<file path="src/rtl/if_fetch_unit_pkg.sv">
// Shared definitions for the instruction-fetch stage: reset PC default,
// instruction size, fetch FSM state encodings and the fetch-entry record
// carried from IF into the IF/OF pipeline register.
package if_fetch_unit_pkg;

  localparam logic [31:0] RESET_PC_DEFAULT = 32'h0000_0000;
  localparam logic [31:0] INSN_BYTES       = 32'd4;

  typedef enum logic [0:0] {
    S_BOOT = 1'b0,
    S_RUN  = 1'b1
  } fetch_state_e;

  typedef struct packed {
    logic [31:0] pc;
    logic [31:0] insn;
  } fetch_entry_t;

  // Force a byte address onto a word boundary.
  function automatic logic [31:0] word_align(input logic [31:0] addr);
    return {addr[31:2], 2'b00};
  endfunction

endpackage

</file>
<file path="src/rtl/if_fetch_unit_fetch_fifo.sv">
// Small synchronous fetch buffer with push/pop/flush, an occupancy count and
// a head that is read straight from the storage flops (no bypass: a push into
// an empty buffer becomes visible on the following cycle).
module fetch_fifo
  import if_fetch_unit_pkg::*;
#(
  parameter int DEPTH = 2,
  parameter int CW    = $clog2(DEPTH) + 1
) (
  input  logic          clk,
  input  logic          reset,
  input  logic          flush,
  input  logic          push,
  input  fetch_entry_t  push_data,
  input  logic          pop,
  output logic [CW-1:0] count,
  output logic          head_valid,
  output fetch_entry_t  head_data
);

  localparam int AW = $clog2(DEPTH);

  fetch_entry_t    mem [DEPTH];
  logic [AW-1:0]   wr_ptr;
  logic [AW-1:0]   rd_ptr;
  logic            do_pop;
  logic            do_push;

  // Pops only ever remove real entries; a push at full is legal only alongside a pop.
  assign do_pop  = pop & (count != '0);
  assign do_push = push & ((count < CW'(DEPTH)) | do_pop);

  // Storage, pointers and count; flush empties the buffer and wins over push/pop.
  always_ff @(posedge clk or posedge reset) begin
    if (reset) begin
      for (int i = 0; i < DEPTH; i++) begin
        mem[i] <= '0;
      end
      wr_ptr <= '0;
      rd_ptr <= '0;
      count  <= '0;
    end else if (flush) begin
      wr_ptr <= '0;
      rd_ptr <= '0;
      count  <= '0;
    end else begin
      if (do_push) begin
        mem[wr_ptr] <= push_data;
        wr_ptr      <= wr_ptr + AW'(1);
      end
      if (do_pop) begin
        rd_ptr <= rd_ptr + AW'(1);
      end
      count <= count + CW'(do_push) - CW'(do_pop);
    end
  end

  assign head_valid = (count != '0);
  assign head_data  = mem[rd_ptr];

endmodule

</file>
<file path="src/rtl/if_fetch_unit.sv">
// Instruction-fetch stage: owns the architectural PC, issues word requests to
// instruction memory under a credit scheme that reserves a buffer slot for
// every kept response, discards in-flight responses after a redirect and
// presents {Instruction, PC_Current} to operand fetch over valid/ready.
module if_fetch_unit
  import if_fetch_unit_pkg::*;
#(
  parameter logic [31:0] RESET_PC        = RESET_PC_DEFAULT,
  parameter int          FIFO_DEPTH      = 2,
  parameter int          MAX_OUTSTANDING = 2
) (
  input  logic        clk,
  input  logic        reset,
  output logic        imem_req,
  output logic [31:0] imem_addr,
  input  logic        imem_gnt,
  input  logic        imem_rvalid,
  input  logic [31:0] imem_rdata,
  input  logic        IsBranchTaken,
  input  logic [31:0] BranchPC,
  output logic        inst_valid,
  input  logic        inst_ready,
  output logic [31:0] Instruction,
  output logic [31:0] PC_Current
);

  localparam int FCW = $clog2(FIFO_DEPTH) + 1;
  localparam int OCW = $clog2(MAX_OUTSTANDING + 1);

  fetch_state_e   state;
  fetch_state_e   state_next;
  logic [31:0]    fetch_pc;
  logic [31:0]    resp_pc;
  logic [OCW-1:0] outstanding;
  logic [OCW-1:0] drop_cnt;
  logic [FCW-1:0] fifo_count;
  logic           fifo_head_valid;
  fetch_entry_t   fifo_head;
  fetch_entry_t   fifo_push_data;
  logic           grant;
  logic           keep;
  logic           pop;
  logic [31:0]    occupancy;
  logic [31:0]    target;

  assign target = word_align(BranchPC);
  assign grant  = imem_req & imem_gnt;
  // A response is kept only when no stale words remain and no redirect is flushing.
  assign keep   = imem_rvalid & (drop_cnt == '0) & ~IsBranchTaken;
  // A pop coinciding with a redirect is ignored (the buffer is flushed anyway).
  assign pop    = inst_valid & inst_ready & ~IsBranchTaken;

  // Slots already spoken for: buffered words plus kept responses still in flight.
  // The slot freed by a pop this cycle is re-usable immediately, which is what
  // allows one instruction per cycle with a two-entry buffer.
  assign occupancy = 32'(fifo_count) - 32'(pop) + 32'(outstanding) - 32'(drop_cnt);

  // State register: one idle boot cycle after reset, then run forever.
  always_ff @(posedge clk or posedge reset) begin
    if (reset) begin
      state <= S_BOOT;
    end else begin
      state <= state_next;
    end
  end

  // Next-state logic.
  always_comb begin
    state_next = S_BOOT;
    case (state)
      S_BOOT:  state_next = S_RUN;
      S_RUN:   state_next = S_RUN;
      default: state_next = S_BOOT;
    endcase
  end

  // Request output: only in run state, never in a redirect cycle, and only with credit.
  always_comb begin
    imem_req = 1'b0;
    if ((state == S_RUN) && !IsBranchTaken &&
        (outstanding < OCW'(MAX_OUTSTANDING)) &&
        (occupancy < 32'(FIFO_DEPTH))) begin
      imem_req = 1'b1;
    end else begin
      imem_req = 1'b0;
    end
  end

  // PC tracking, outstanding-request count and stale-response drop count.
  always_ff @(posedge clk or posedge reset) begin
    if (reset) begin
      fetch_pc    <= RESET_PC;
      resp_pc     <= RESET_PC;
      outstanding <= '0;
      drop_cnt    <= '0;
    end else begin
      // Responses still retire even in a redirect cycle; grants cannot occur then.
      case ({grant, imem_rvalid})
        2'b10:   outstanding <= outstanding + OCW'(1);
        2'b01:   outstanding <= outstanding - OCW'(1);
        default: outstanding <= outstanding;
      endcase
      if (IsBranchTaken) begin
        fetch_pc <= target;
        resp_pc  <= target;
        drop_cnt <= outstanding - OCW'(imem_rvalid);
      end else begin
        if (grant) begin
          fetch_pc <= fetch_pc + INSN_BYTES;
        end
        if (keep) begin
          resp_pc <= resp_pc + INSN_BYTES;
        end
        if (imem_rvalid && (drop_cnt != '0)) begin
          drop_cnt <= drop_cnt - OCW'(1);
        end
      end
    end
  end

  assign fifo_push_data.pc   = resp_pc;
  assign fifo_push_data.insn = imem_rdata;

  fetch_fifo #(
    .DEPTH (FIFO_DEPTH),
    .CW    (FCW)
  ) u_fifo (
    .clk        (clk),
    .reset      (reset),
    .flush      (IsBranchTaken),
    .push       (keep),
    .push_data  (fifo_push_data),
    .pop        (pop),
    .count      (fifo_count),
    .head_valid (fifo_head_valid),
    .head_data  (fifo_head)
  );

  assign imem_addr   = fetch_pc;
  assign inst_valid  = fifo_head_valid;
  assign Instruction = fifo_head.insn;
  assign PC_Current  = fifo_head.pc;

endmodule

</file>
<file path="config.mk">
export PLATFORM = sky130hd
export DESIGN_NAME = if_fetch_unit
export DESIGN_NICKNAME = d
export VERILOG_FILES = /design/src/rtl/if_fetch_unit_pkg.sv /design/src/rtl/if_fetch_unit_fetch_fifo.sv /design/src/rtl/if_fetch_unit.sv
export SDC_FILE = /design/constraint.sdc
export NUM_CORES = 1
export LEC_CHECK = 0
export ABC_CLOCK_PERIOD_IN_PS = 15900
export CORE_MARGIN = 2
export CORE_UTILIZATION = 57
export DETAILED_ROUTE_END_ITERATION = 10
export GPL_TIMING_DRIVEN = 0
export PLACE_DENSITY = 0.92
export RECOVER_POWER = 25
export SETUP_SLACK_MARGIN = 0.5
export SYNTH_ARGS = -nofsm -noshare
export SYNTH_HDL_FRONTEND = slang
export SYNTH_SLANG_ARGS = --single-unit
</file>
<file path="constraint.sdc">
create_clock -name clk -period 15.9 [get_ports clk]
set_input_delay 3.18 -clock clk [delete_from_list [all_inputs] [get_ports clk]]
set_output_delay 3.18 -clock clk [all_outputs]
set_load 0.01 [all_outputs]
</file>
==> results.sh <==
export IMPL_port_buffers=161
export IMPL_slowest_delay_ns=0.64
export IMPL_ys_flop_type="dfrtp_1"
export IMPL_failed_checks="capacitance limit, slew limit"
export IMPL_synth_area_leaders="dfrtp_1 52%, mux2_2 25%, xnor2_1 2.4%, xor2_1 2.1%, nand4_1 1.7%"
export IMPL_rows=46
export IMPL_status="finished with violations"
export IMPL_ys_seq_area_share_pct=51.5
export IMPL_antenna_found_initial=0
export IMPL_path_clk_slew_ns=0.06
export IMPL_top_layer="met4"
export IMPL_cts_tree="built"
export IMPL_routed_via_count=6936
export IMPL_synth_seq_cells=193
export IMPL_syn_area_mm2=0.00937
export IMPL_hold_buffers=0
export IMPL_dr_pass1_iters=5
export IMPL_pin_count=168
export IMPL_grt_max_degree=104
export IMPL_fp_dieArea_mm2=0.0175
export IMPL_worstSkewPairLatency_ns=0.43
export IMPL_endpoint_kind="output pin"
export IMPL_synth_top_area_cell="dfrtp_1"
export IMPL_nets=1032
export IMPL_cp_required_ns=12.72
export IMPL_finalCritPeriodShare_pct=73.2
export IMPL_m1WireLength_um=9960
export IMPL_viasPerCell=5.91
export IMPL_cts_root_buf="clkbuf_16"
export IMPL_relSlewSlack_pct=-253
export IMPL_arrival_ns=8.47
export IMPL_setup_viol=0
export IMPL_power_leakage_nw=5.02
export IMPL_tns_ns=0
export IMPL_maxCapViolations=2
export IMPL_drv_slew=196
export IMPL_track_usage_pct=27.1
export IMPL_dr_wl_met2_um=10800
export IMPL_ant_nets=0
export IMPL_wire_per_inst_um=19.6
export IMPL_grt_pass1_wl_um=37200
export IMPL_skew_ns=0.00597
export IMPL_gr_total_overflow=0
export IMPL_die_width_um=132
export IMPL_cp_common_cell="fa_1"
export IMPL_cts_sinks=193
export IMPL_synth_edf_count=0
export IMPL_met3_length_um=1560
export IMPL_syn_area_per_cell_um2=12.3
export IMPL_critPathKind="in2out"
export IMPL_start_util_pct=58.6
export IMPL_critPathSlowestCell="clkdlybuf4s50_1"
export IMPL_dieHeight_um=132
export IMPL_pre_cts_ws_ns=4.35
export IMPL_yosysUniqueCellTypes=45
export IMPL_drtIter0Drc=507
export IMPL_grt_setup_unrepaired="no"
export IMPL_worst_pin_slew_ns=5.30
export IMPL_max_freq_ghz=0.0859
export IMPL_crit_family="buffers and inverters"
export IMPL_clockBufferDepth=2
export IMPL_cts_made_buffers=17
export IMPL_cp_max_fo=10
export IMPL_post_cts_setup_buffer_count=0
export IMPL_route_detailed_drc=0
export IMPL_gp_congestion=0.877
export IMPL_start_kind="input pin"
export IMPL_htree_num_levels=4
export IMPL_cp_num_buf_inv=5
export IMPL_async_flop_share_pct=100
export IMPL_fin_hold_ws_ns=0.502
export IMPL_hold_viol_final=0
export IMPL_area_growth_pct=27.2
export IMPL_hpwl_um=16500
export IMPL_power_density_mw_per_mm2=162
export IMPL_antenna_cells=0
export IMPL_yosysTopAreaCellShare_pct=51.5
export IMPL_core_area_mm2=0.0160
export IMPL_period_needed_ns=11.65
export IMPL_final_cell_mix="206 x mux2_2, 193 x dfrtp_1, 160 x clkdlybuf4s50_1"
export IMPL_drive_above_1_share_pct=26.1
export IMPL_hp_class="reg2reg"
export IMPL_synth_warnings=0
export IMPL_syn_inst=762
export IMPL_cts_resized=0
export IMPL_totalWireLength_um=23100
export IMPL_ir_drop_mv=0.0969
export IMPL_path_cells="clkdlybuf4s50_1 -> clkbuf_1 -> clkbuf_1 -> nor2_1 -> ha_1 -> ha_1 -> fa_1 -> inv_1 -> fa_1 -> fa_1 -> or4b_4 -> a211oi_2 -> clkdlybuf4s50_1"
export IMPL_layout_commonest_cell="mux2_2"
export IMPL_postLayoutSetupSlackWorst_ns=4.25
export IMPL_first_global_vias=7097
[logic make-up after synthesis]
| logic type | Yosys count | share of synthesized area (%) |
|---|---|---|
| buffers and inverters | 63 | 2.74 |
| AND/OR/NAND/NOR | 167 | 9.57 |
| adder cells (fa/ha/maj) | 15 | 2.24 |
| flip-flops | 193 | 51.5 |
| multiplexers | 207 | 24.9 |
| other | 2 | 0.0801 |
| XOR/XNOR | 49 | 4.58 |
| AO/OA/AOI/OAI | 66 | 4.42 |
[power by group]
group          internal, mW  switching [mW]  total, mW
sequential            0.651          0.0979      0.749
combinational         0.426           0.293      0.719
clock                 0.278           0.179      0.458
[state kept, by name, indices dropped and copies added, names as in the netlist]
name / cells
imem_addr: 30
u_fifo.rd_ptr: 1
u_fifo.count: 2
resp_pc: 30
state: 1
u_fifo.mem: 124
u_fifo.wr_ptr: 1
outstanding: 2
drop_cnt: 2
[area by class of cell]
class | count | area [um2]
clock buffer | 21 | 480
multi-input combinational | 509 | 4310
timing repair buffer | 163 | 1620
inverter | 24 | 91.3
sequential | 193 | 4830
clock inverter | 9 | 155
buffer | 39 | 166
fill | 1086 | 4080
tap | 216 | 270
[metrics by stage]
stage / util [%] / cells / instance area (um2) / power (mW)
2_1_floorplan: - / 765 / 9390 / 1.14
5_1_grt: 74.5 / 1174 / 11900 / 2.02
3_3_place_gp: 70.4 / 1142 / 11300 / 1.43
3_5_place_dp: 70.7 / 1144 / 11300 / 1.47
6_report: 74.5 / 1174 / 11900 / 1.93
4_1_cts: 74.7 / 1174 / 12000 / 1.93
[cells in the mapped netlist, drive strengths merged, types with 4 or more instances]
| library cell | instances |
|---|---|
| dfrtp | 193 |
| nand3 | 24 |
| a21boi | 4 |
| and2 | 5 |
| o211ai | 5 |
| inv | 24 |
| nor2 | 26 |
| nand4 | 26 |
| xor2 | 23 |
| clkbuf | 29 |
| o21ai | 18 |
| mux2 | 206 |
| xnor2 | 26 |
| and4 | 6 |
| nand2 | 39 |
| a31oi | 8 |
| ha | 12 |
| o31a | 4 |
| buf | 10 |
| and3 | 9 |
| nor3 | 6 |
| a21oi | 17 |
| nor4 | 8 |
| or3 | 6 |
| nand2b | 4 |
[layer usage]
metal | track usage [%] | vias up
met5 | 0 | -
met4 | 11.6 | 0
met3 | 5.42 | 61
met2 | 43.5 | 306
met1 | 36.1 | 3469
li1 | - | 3100
[worst paths after layout]
check,from,cells past startpoint,to,slack (ns)
min,u_fifo.mem[30]$_DFFE_PP0P_,1,u_fifo.mem[30]$_DFFE_PP0P_,0.50
max reg2reg,u_fifo.count[1]$_DFF_PP0_,20,outstanding[1]$_DFFE_PP0P_,10.43
max in group asynchronous,reset,3,resp_pc[10]$_DFFE_PP0N_,5.27
min reg2reg,u_fifo.mem[30]$_DFFE_PP0P_,1,u_fifo.mem[30]$_DFFE_PP0P_,0.50
max,IsBranchTaken,13,imem_req,4.25
min in group asynchronous,reset,2,u_fifo.mem[2]$_DFFE_PP0P_,4.38
Power figures use the tool's default switching activity.
==> edit (config.mk and constraints unchanged) <==
Make the reset (`reset`) synchronous in 3 clocked blocks.
--- a/src/rtl/if_fetch_unit_fetch_fifo.sv
+++ b/src/rtl/if_fetch_unit_fetch_fifo.sv
@@ -33,3 +33,3 @@
   // Storage, pointers and count; flush empties the buffer and wins over push/pop.
-  always_ff @(posedge clk or posedge reset) begin
+  always_ff @(posedge clk) begin
     if (reset) begin
--- a/src/rtl/if_fetch_unit.sv
+++ b/src/rtl/if_fetch_unit.sv
@@ -58,3 +58,3 @@
   // State register: one idle boot cycle after reset, then run forever.
-  always_ff @(posedge clk or posedge reset) begin
+  always_ff @(posedge clk) begin
     if (reset) begin
@@ -89,3 +89,3 @@
   // PC tracking, outstanding-request count and stale-response drop count.
-  always_ff @(posedge clk or posedge reset) begin
+  always_ff @(posedge clk) begin
     if (reset) begin
Behaviour: differs if reset is asserted again (counterexample within 4 cycles, from zero or initial values and one cycle with reset high); with reset held inactive, the same outputs for 4 cycles.
==> edit against the original RTL <==
- the flow still finishes with violations (capacitance limit, slew limit)
- wire length shrank 2.1%
- synthesized area shrank 0.89%
- cell area shrank 1.4%
- global-route usage shrank 0.95 points
- setup slack gained 0.44 ns
- fmax grew 3.9%
- sequential cell count grew 1
- largest cell class unchanged
- highest routed layer unchanged
Power is not compared: it rests on default switching activity, and its combinational part moved more than twofold at a synthesized area within 25%.
==> edit: results (changes against the original RTL) <==
qor: logic_synthesis.synth.cells.most_frequent 126 x sky130_fd_sc_hd__and2_1, 124 x sky130_fd_sc_hd__edfxtp_1, 70 x sky130_fd_sc_hd__dfxtp_1
qor: routing.met2WireLength 11.1 mm [+2.2%]
qor: logic_synthesis.synth_xor_xnor_area_share 0.0405 [-0.00524]
qor: place.preCtsSetupSlack 5.05 ns [+0.697 ns]
qor: grt.gr-usage-all-layers 0.261 [-0.00946]
qor: routing.dr_total_vias 7025 [+1.3%]
qor: finish.final_cell_count_no_fill 1223 [+4.2%]
qor: timing.worst_clock_skew 0.0118 ns [+0.00580 ns]
qor: place.place.gp.congestion 0.936 [+6.7%]
qor: logic_synthesis.async_reset_ff_frac 0 [-1.00]
qor: routing.dr.first_iter.drc_count 524 [+3.4%]
qor: logic_synthesis.synth_area_in_adders 0.0226 [+0.000202]
qor: routing.met3RoutedLength 1.77 mm [+14%]
qor: logic_synthesis.synth_compound_gate_area_share 0.0803 [+0.0361]
qor: pwr.power.total 1.14 mW
qor: logic_synthesis.dominantRegCellSynth sky130_fd_sc_hd__edfxtp_1
qor: logic_synthesis.postSynthCellCount 811 [+6.4%]
qor: clock_network.clk_pin_slew_worst_paths 0.08 ns [+0.02 ns]
qor: run_status.run_status finished, violations left
qor: job.timing.max_cap.violations 1 [-1]
qor: routing.dr.pass1.iters 6 [+1]
qor: logic_synthesis.yosys-mux-area-fraction 0.0773 [-0.171]
qor: routing.route.layer.met1.wl 9.23 mm [-7.3%]
qor: grt.grt_max_degree 63 [-39%]
qor: logic_synthesis.edff_count_synth 124 [+124]
qor: run_status.failed_checks capacitance limit, slew limit
qor: logic_synthesis.post_synth_main_area_contributors sky130_fd_sc_hd__edfxtp_1 40%, sky130_fd_sc_hd__dfxtp_1 15%, sky130_fd_sc_hd__and2_1 8.5%
qor: timing.final-max-slew-violation-count 19 [-90%]
## edit: path summary, 6_finish.rpt
| kind | endpoint | cells after the start | startpoint | slack (ns) |
|---|---|---|---|---|
| hold reg to reg | imem_addr[31] | 2 | imem_addr[31] | 0.55 |
| hold / removal | imem_addr[31] | 2 | imem_addr[31] | 0.55 |
| setup / recovery | imem_req | 15 | IsBranchTaken | 4.69 |
| setup reg to reg | u_fifo.mem[0][20] | 7 | drop_cnt[1] | 10.95 |
## edit: critical path: stages
cell	delay [ns]
sky130_fd_sc_hd__dlygate4sd3_1	0.56
sky130_fd_sc_hd__clkbuf_1	0.42
sky130_fd_sc_hd__clkbuf_1	0.47
sky130_fd_sc_hd__nor2_1	0.11
sky130_fd_sc_hd__ha_1	0.20
sky130_fd_sc_hd__ha_1	0.28
sky130_fd_sc_hd__fa_1	0.48
sky130_fd_sc_hd__inv_1	0.07
sky130_fd_sc_hd__fa_1	0.43
sky130_fd_sc_hd__fa_1	0.43
sky130_fd_sc_hd__nand2b_1	0.15
sky130_fd_sc_hd__a211o_1	0.32
sky130_fd_sc_hd__buf_6	0.16
sky130_fd_sc_hd__inv_2	0.17
sky130_fd_sc_hd__clkdlybuf4s50_1	0.58
## edit: routing by layer
| metal | vias up | GRT usage |
|---|---|---|
| li1 | 3301 | - |
| met1 | 3312 | 0.340 |
| met2 | 373 | 0.441 |
| met3 | 39 | 0.0409 |
| met4 | 0 | 0.0996 |
| met5 | - | 0 |
## edit: cell type report
type	instances	area, um2
plain buffers	55	231
clock buffers	18	450
clock inverters	14	113
fillers	1078	4140
inverters	24	90.1
multi-input cells	541	3850
flip-flops and latches	194	5120
well taps	216	270
repair buffers	161	1620
